`config.mk`:
```
export PLATFORM = sky130hd
export DESIGN_NAME = fetch_unit
export DESIGN_NICKNAME = d
export VERILOG_FILES = /design/src/rtl/processor_pkg.sv /design/src/rtl/fetch_unit.sv
export SDC_FILE = /design/constraint.sdc
export NUM_CORES = 1
export LEC_CHECK = 0
export BUFFER_PORTS_ARGS = -buffer_cell sky130_fd_sc_hd__buf_2
export CAP_MARGIN = 0
export CORE_MARGIN = 4
export CORE_UTILIZATION = 40
export CTS_CLUSTER_DIAMETER = 200
export DETAILED_ROUTE_END_ITERATION = 6
export PLACE_DENSITY = 0.64
export SYNTH_ARGS = -nofsm -noshare
export SYNTH_HDL_FRONTEND = slang
export SYNTH_SLANG_ARGS = --single-unit
```
`constraint.sdc`:
```
create_clock -name iClk -period 3.9 [get_ports iClk]
set_clock_uncertainty 0.2 [all_clocks]
set_input_delay 0.195 -clock iClk [delete_from_list [all_inputs] [get_ports iClk]]
set_output_delay 0.195 -clock iClk [all_outputs]
set_load 0.1 [all_outputs]
```
`src/rtl/processor_pkg.sv`:
```
// Shared processor definitions: fetch FSM encoding and default datapath widths.
package processor_pkg;

  localparam int unsigned DEF_ADDR_W  = 16;
  localparam int unsigned DEF_INSTR_W = 16;
  localparam logic [DEF_ADDR_W-1:0] DEF_RESET_PC = 16'h0000;

  // Fetch FSM state encoding (2-bit)
  localparam logic [1:0] ST_IDLE    = 2'd0;
  localparam logic [1:0] ST_REQ     = 2'd1;
  localparam logic [1:0] ST_HOLD    = 2'd2;
  localparam logic [1:0] ST_DISCARD = 2'd3;

  // Memory request is driven only while a read is being issued or drained
  function automatic logic is_req_state(input logic [1:0] st);
    return (st == ST_REQ) || (st == ST_DISCARD);
  endfunction

endpackage : processor_pkg

```
`src/rtl/fetch_unit.sv`:
```
// Instruction fetch stage: PC, req/ack imem reads, one-entry hold buffer,
// branch redirect with flush and wrong-path response discard.
module fetch_unit
  import processor_pkg::*;
#(
  parameter int unsigned ADDR_W  = DEF_ADDR_W,
  parameter int unsigned INSTR_W = DEF_INSTR_W,
  parameter logic [ADDR_W-1:0] RESET_PC = ADDR_W'(DEF_RESET_PC)
) (
  input  logic               iClk,
  input  logic               iRst_n,
  input  logic               iBranchCmd,
  input  logic [ADDR_W-1:0]  iBranchTarget,
  input  logic               iStall,
  output logic               oImemReq,
  output logic [ADDR_W-1:0]  oImemAddr,
  input  logic               iImemAck,
  input  logic [INSTR_W-1:0] iImemData,
  output logic [INSTR_W-1:0] oInstr,
  output logic [ADDR_W-1:0]  oInstrPC,
  output logic               oInstrValid,
  output logic               oFlush
);

  logic [1:0]         state_q, state_d;
  logic [ADDR_W-1:0]  pc_q, pc_d;
  logic [ADDR_W-1:0]  addr_q, addr_d;
  logic               req_q, req_d;
  logic [INSTR_W-1:0] instr_q, instr_d;
  logic [ADDR_W-1:0]  instr_pc_q, instr_pc_d;
  logic               valid_q, valid_d;
  logic [INSTR_W-1:0] hold_instr_q, hold_instr_d;
  logic [ADDR_W-1:0]  hold_pc_q, hold_pc_d;
  logic               flush_q, flush_d;
  logic               consume;

  // Next-state and datapath update; branch redirect overrides everything else
  always_comb begin
    state_d      = state_q;
    pc_d         = pc_q;
    instr_d      = instr_q;
    instr_pc_d   = instr_pc_q;
    valid_d      = valid_q;
    hold_instr_d = hold_instr_q;
    hold_pc_d    = hold_pc_q;
    flush_d      = 1'b0;
    consume      = valid_q && !iStall;

    if (consume) begin
      valid_d = 1'b0;
    end

    case (state_q)
      ST_IDLE: begin
        state_d = ST_REQ;
      end
      ST_REQ: begin
        if (iImemAck) begin
          pc_d = pc_q + ADDR_W'(1);
          if (!valid_q || !iStall) begin
            instr_d    = iImemData;
            instr_pc_d = pc_q;
            valid_d    = 1'b1;
          end else begin
            hold_instr_d = iImemData;
            hold_pc_d    = pc_q;
            state_d      = ST_HOLD;
          end
        end
      end
      ST_HOLD: begin
        if (!iStall) begin
          instr_d    = hold_instr_q;
          instr_pc_d = hold_pc_q;
          valid_d    = 1'b1;
          state_d    = ST_REQ;
        end
      end
      ST_DISCARD: begin
        // Old-address response is dropped; fetch restarts at the redirected PC
        if (iImemAck) begin
          state_d = ST_REQ;
        end
      end
      default: begin
        state_d = ST_IDLE;
      end
    endcase

    if (iBranchCmd) begin
      pc_d         = iBranchTarget;
      valid_d      = 1'b0;
      hold_instr_d = '0;
      hold_pc_d    = '0;
      flush_d      = 1'b1;
      if (is_req_state(state_q) && !iImemAck) begin
        state_d = ST_DISCARD;
      end else begin
        state_d = ST_REQ;
      end
    end
  end

  // Address stays on the in-flight request while draining, else follows PC
  always_comb begin
    addr_d = (state_d == ST_DISCARD) ? addr_q : pc_d;
    req_d  = is_req_state(state_d);
  end

  // State and output registers with synchronous active-low reset
  always_ff @(posedge iClk) begin
    if (!iRst_n) begin
      state_q      <= ST_IDLE;
      pc_q         <= RESET_PC;
      addr_q       <= RESET_PC;
      req_q        <= 1'b0;
      instr_q      <= '0;
      instr_pc_q   <= '0;
      valid_q      <= 1'b0;
      hold_instr_q <= '0;
      hold_pc_q    <= '0;
      flush_q      <= 1'b0;
    end else begin
      state_q      <= state_d;
      pc_q         <= pc_d;
      addr_q       <= addr_d;
      req_q        <= req_d;
      instr_q      <= instr_d;
      instr_pc_q   <= instr_pc_d;
      valid_q      <= valid_d;
      hold_instr_q <= hold_instr_d;
      hold_pc_q    <= hold_pc_d;
      flush_q      <= flush_d;
    end
  end

  assign oImemReq    = req_q;
  assign oImemAddr   = addr_q;
  assign oInstr      = instr_q;
  assign oInstrPC    = instr_pc_q;
  assign oInstrValid = valid_q;
  assign oFlush      = flush_q;

endmodule : fetch_unit

```
==> results.yml <==
logic_synthesis:
  syn_nets: 540
  ys_seq_elements: 100
  yosysSeqAreaShare: 0.463
  syn_avg_cell_area_um2: 8.69
  yosys.cell_types.count: 46
  synthCells: 498
  async_flop_share: 0
  synth_edf_count: 0
  ys.flop_type: "dfxtp_1"
  ys_warn_count: 0
  syn-cell-area_um2: 4330
sta:
  tns_ps: 0
  min_period_ps: 2790
  setup_ws_ps: 1110
  finalCritPeriodShare: 0.716
  tightest_slew_ps: 1140
  rsz0062_at_grt: "false"
  slew_violations: 0
  max_slew_margin: 0.237
  fmax_mhz: 358
  hold_violations: 0
  setup_viol: 0
  hold_ws_ps: 25.8
route:
  drt_wl_total_um: 10200
  viasPerCell: 5.02
  drtIter0Drc: 173
  wl_per_cell_um: 13.8
  vias: 3688
  first_pass_iters: 4
  drc_errors: 0
  final_antenna_net_count: 0
die:
  die_h_um: 112
  initial_core_util: 0.415
  die-area_um2: 12500
  ioPinCount: 88
  core_region_area_um2: 10400
  row_count: 37
  die_w_um: 112
grt:
  grt_overflow_total: 0
  grt_max_degree: 44
  grt_pass1_vias: 3549
  antenna_found_initial: 0
  grt_usage: 0.166
  grt_pass1_wl_um: 17400
clock_tree:
  post_cts_buffers: 0
  cts.repair.resized: 0
  cts_buffer_depth: 2
  cts_root_buf: "clkbuf_8"
  htreeDepth: 3
  clock_sink_count: 100
  clk-insertion-delay-late_ps: 360
  clk_pin_slew_worst_paths_ps: 90
  cts_tree: "yes"
  cts-buffers-inserted: 9
finish:
  syn_to_final_growth_pct: 23.9
  drive_gt1_frac: 0.197
  antenna_cells: 0
  stdcell_count: 735
  nets: 636
  fill_cells: 998
worst_setup_path:
  worst_path_max_delay_cell: "o32ai_4"
  worstPathArrival_ps: 2870
  endpoint_kind: "register"
  crit_path_max_fanout: 34
  start_kind: "register"
  worstSetupPathType: "register to register"
  cpLargestDelayFamily: "compound AO/OA/AOI/OAI gates"
  cp_data_required_time_ps: 3980
  cpPeakStageDelay_ps: 950
  critical_path_buf_inv_count: 1
  crit_chain: "ha_1 > nand2_2 > o32ai_4 > buf_12 > nor2_1 > a211oi_1"
power_and_ir_drop:
  comb_power_share: 0.244
  p_int_uw: 1560
  irDropWorstVdd_mv: 0.264
  p_switching_uw: 849
  power_density_nw_per_um2: 450
  p_leak_uw: 0.00214
  p_seq_frac: 0.464
  power_frac_clock: 0.292
  power_uw: 2410
  swShare: 0.352
placed_design:
  pre_cts_ws_ps: 1100
  place_hpwl_um: 7120
  placed_cells: 689
  portBuffers: 87
  place_congestion: 0.786
outcome:
  status: "complete, no violations"
hold_path:
  hold_class: "input port to register"
job:
  max-cap-violations: 0
[power groups by stage]
stage	Combinational, µW	Sequential [µW]	Clock [µW]
detailed placement	566	1140	0
global placement	562	1140	0
global route	622	1130	772
CTS	591	1120	733
finish	588	1120	705
floorplan	150	1450	0
[layer usage]
layer / GRT usage / wire [µm] / vias up / share of wire
met1: 0.217 / 4760 / 1671 / 0.47
met4: 0.0633 / 203 / 0 / 0.020
met2: 0.270 / 4720 / 76 / 0.46
met5: 0 / 0 / - / 0
li1: - / - / 1922 / -
met3: 0.0370 / 484 / 19 / 0.048
[layout by cell type, fill, tap and decap left out, types with 9 or more instances in the layout]
cell type,synthesis,layout
o211a_1,9,9
dfxtp_1,100,100
mux2i_1,33,33
a21oi_1,46,46
nand2_1,93,93
clkbuf_8,0,12
dlygate4sd3_1,0,30
a211oi_1,30,30
nor2_1,37,36
nand2b_1,11,11
buf_2,8,87
nand3_1,10,10
[area by class of cell]
type                            count  area (µm²)  share of cell area
Multi-Input combinational cell    352        2140               0.400
Clock buffer                       12         165              0.0308
Tap cell                          136         170              0.0318
Timing Repair Buffer              123         793               0.148
Clock inverter                      4        55.1              0.0103
Sequential cell                   100        2000               0.374
Inverter                            8        30.0             0.00560
[per-stage QoR]
stage          cell area [µm²]  utilization
2_1_floorplan             4330            -
3_3_place_gp              4840        0.464
3_5_place_dp              4840        0.464
4_1_cts                   5360        0.514
5_1_grt                   5360        0.514
6_report                  5360        0.514
[logic make-up (layout without fill, tap and decap cells)]
logic type	count (synthesis)	after routing	synth area share
and+or+nand+nor	187	187	0.197
xor gates and xnor gates	12	12	0.0243
adders and majority gates	5	5	0.0145
AOI/OAI and AO/OA	115	115	0.179
DFF	100	100	0.463
muxes	33	33	0.0764
buffers and inverters	46	147	0.0457
[worst paths after layout]
check / startpoint / endpoint / slack, ps / cells after the start
setup / recovery: oImemReq / oInstr[14] / 1110 / 6
hold / removal: iBranchTarget[1] / pc_q[1] / 30 / 4
setup reg to reg: oImemReq / oInstr[14] / 1110 / 6
hold reg to reg: oImemAddr[9] / oImemAddr[9] / 260 / 2
[cells in the mapped netlist, types with 6 or more instances]
cell / number / area, µm²
nand2_1: 93 / 349
mux2i_1: 33 / 330
a211oi_1: 30 / 225
nor2_1: 37 / 139
and2_1: 7 / 43.8
buf_2: 8 / 40.0
o211a_1: 9 / 90.1
clkbuf_1: 23 / 86.3
nor4_1: 6 / 37.5
xor2_1: 8 / 70.1
dfxtp_1: 100 / 2000
nand3_1: 10 / 50.1
nand2b_1: 11 / 68.8
o21ai_0: 8 / 40.0
inv_1: 8 / 30.0
o211ai_1: 8 / 60.1
a21oi_1: 46 / 230
[worst register-to-register path: cells and delay by family, from the launching register on]
family / cells / cell delay [ps]
DFF: 1 / 420
and+or+nand+nor: 2 / 250
adders and majority gates: 1 / 410
buffers and inverters: 1 / 270
AOI/OAI and AO/OA: 2 / 1160
[flip-flops by register name (all words and copies together), names as in the netlist]
signal / count
hold_instr_q: 16
hold_pc_q: 16
oFlush: 1
oImemAddr: 16
oImemReq: 1
oInstr: 16
oInstrPC: 16
oInstrValid: 1
pc_q: 16
state_q: 1
[timing repair]
item / in CTS / in global routing
setup endpoints to repair: 0 / 0
endpoints found under the hold margin: 45 / 0
hold buffers: 30 / 0
(Power assumes the default switching activity.)
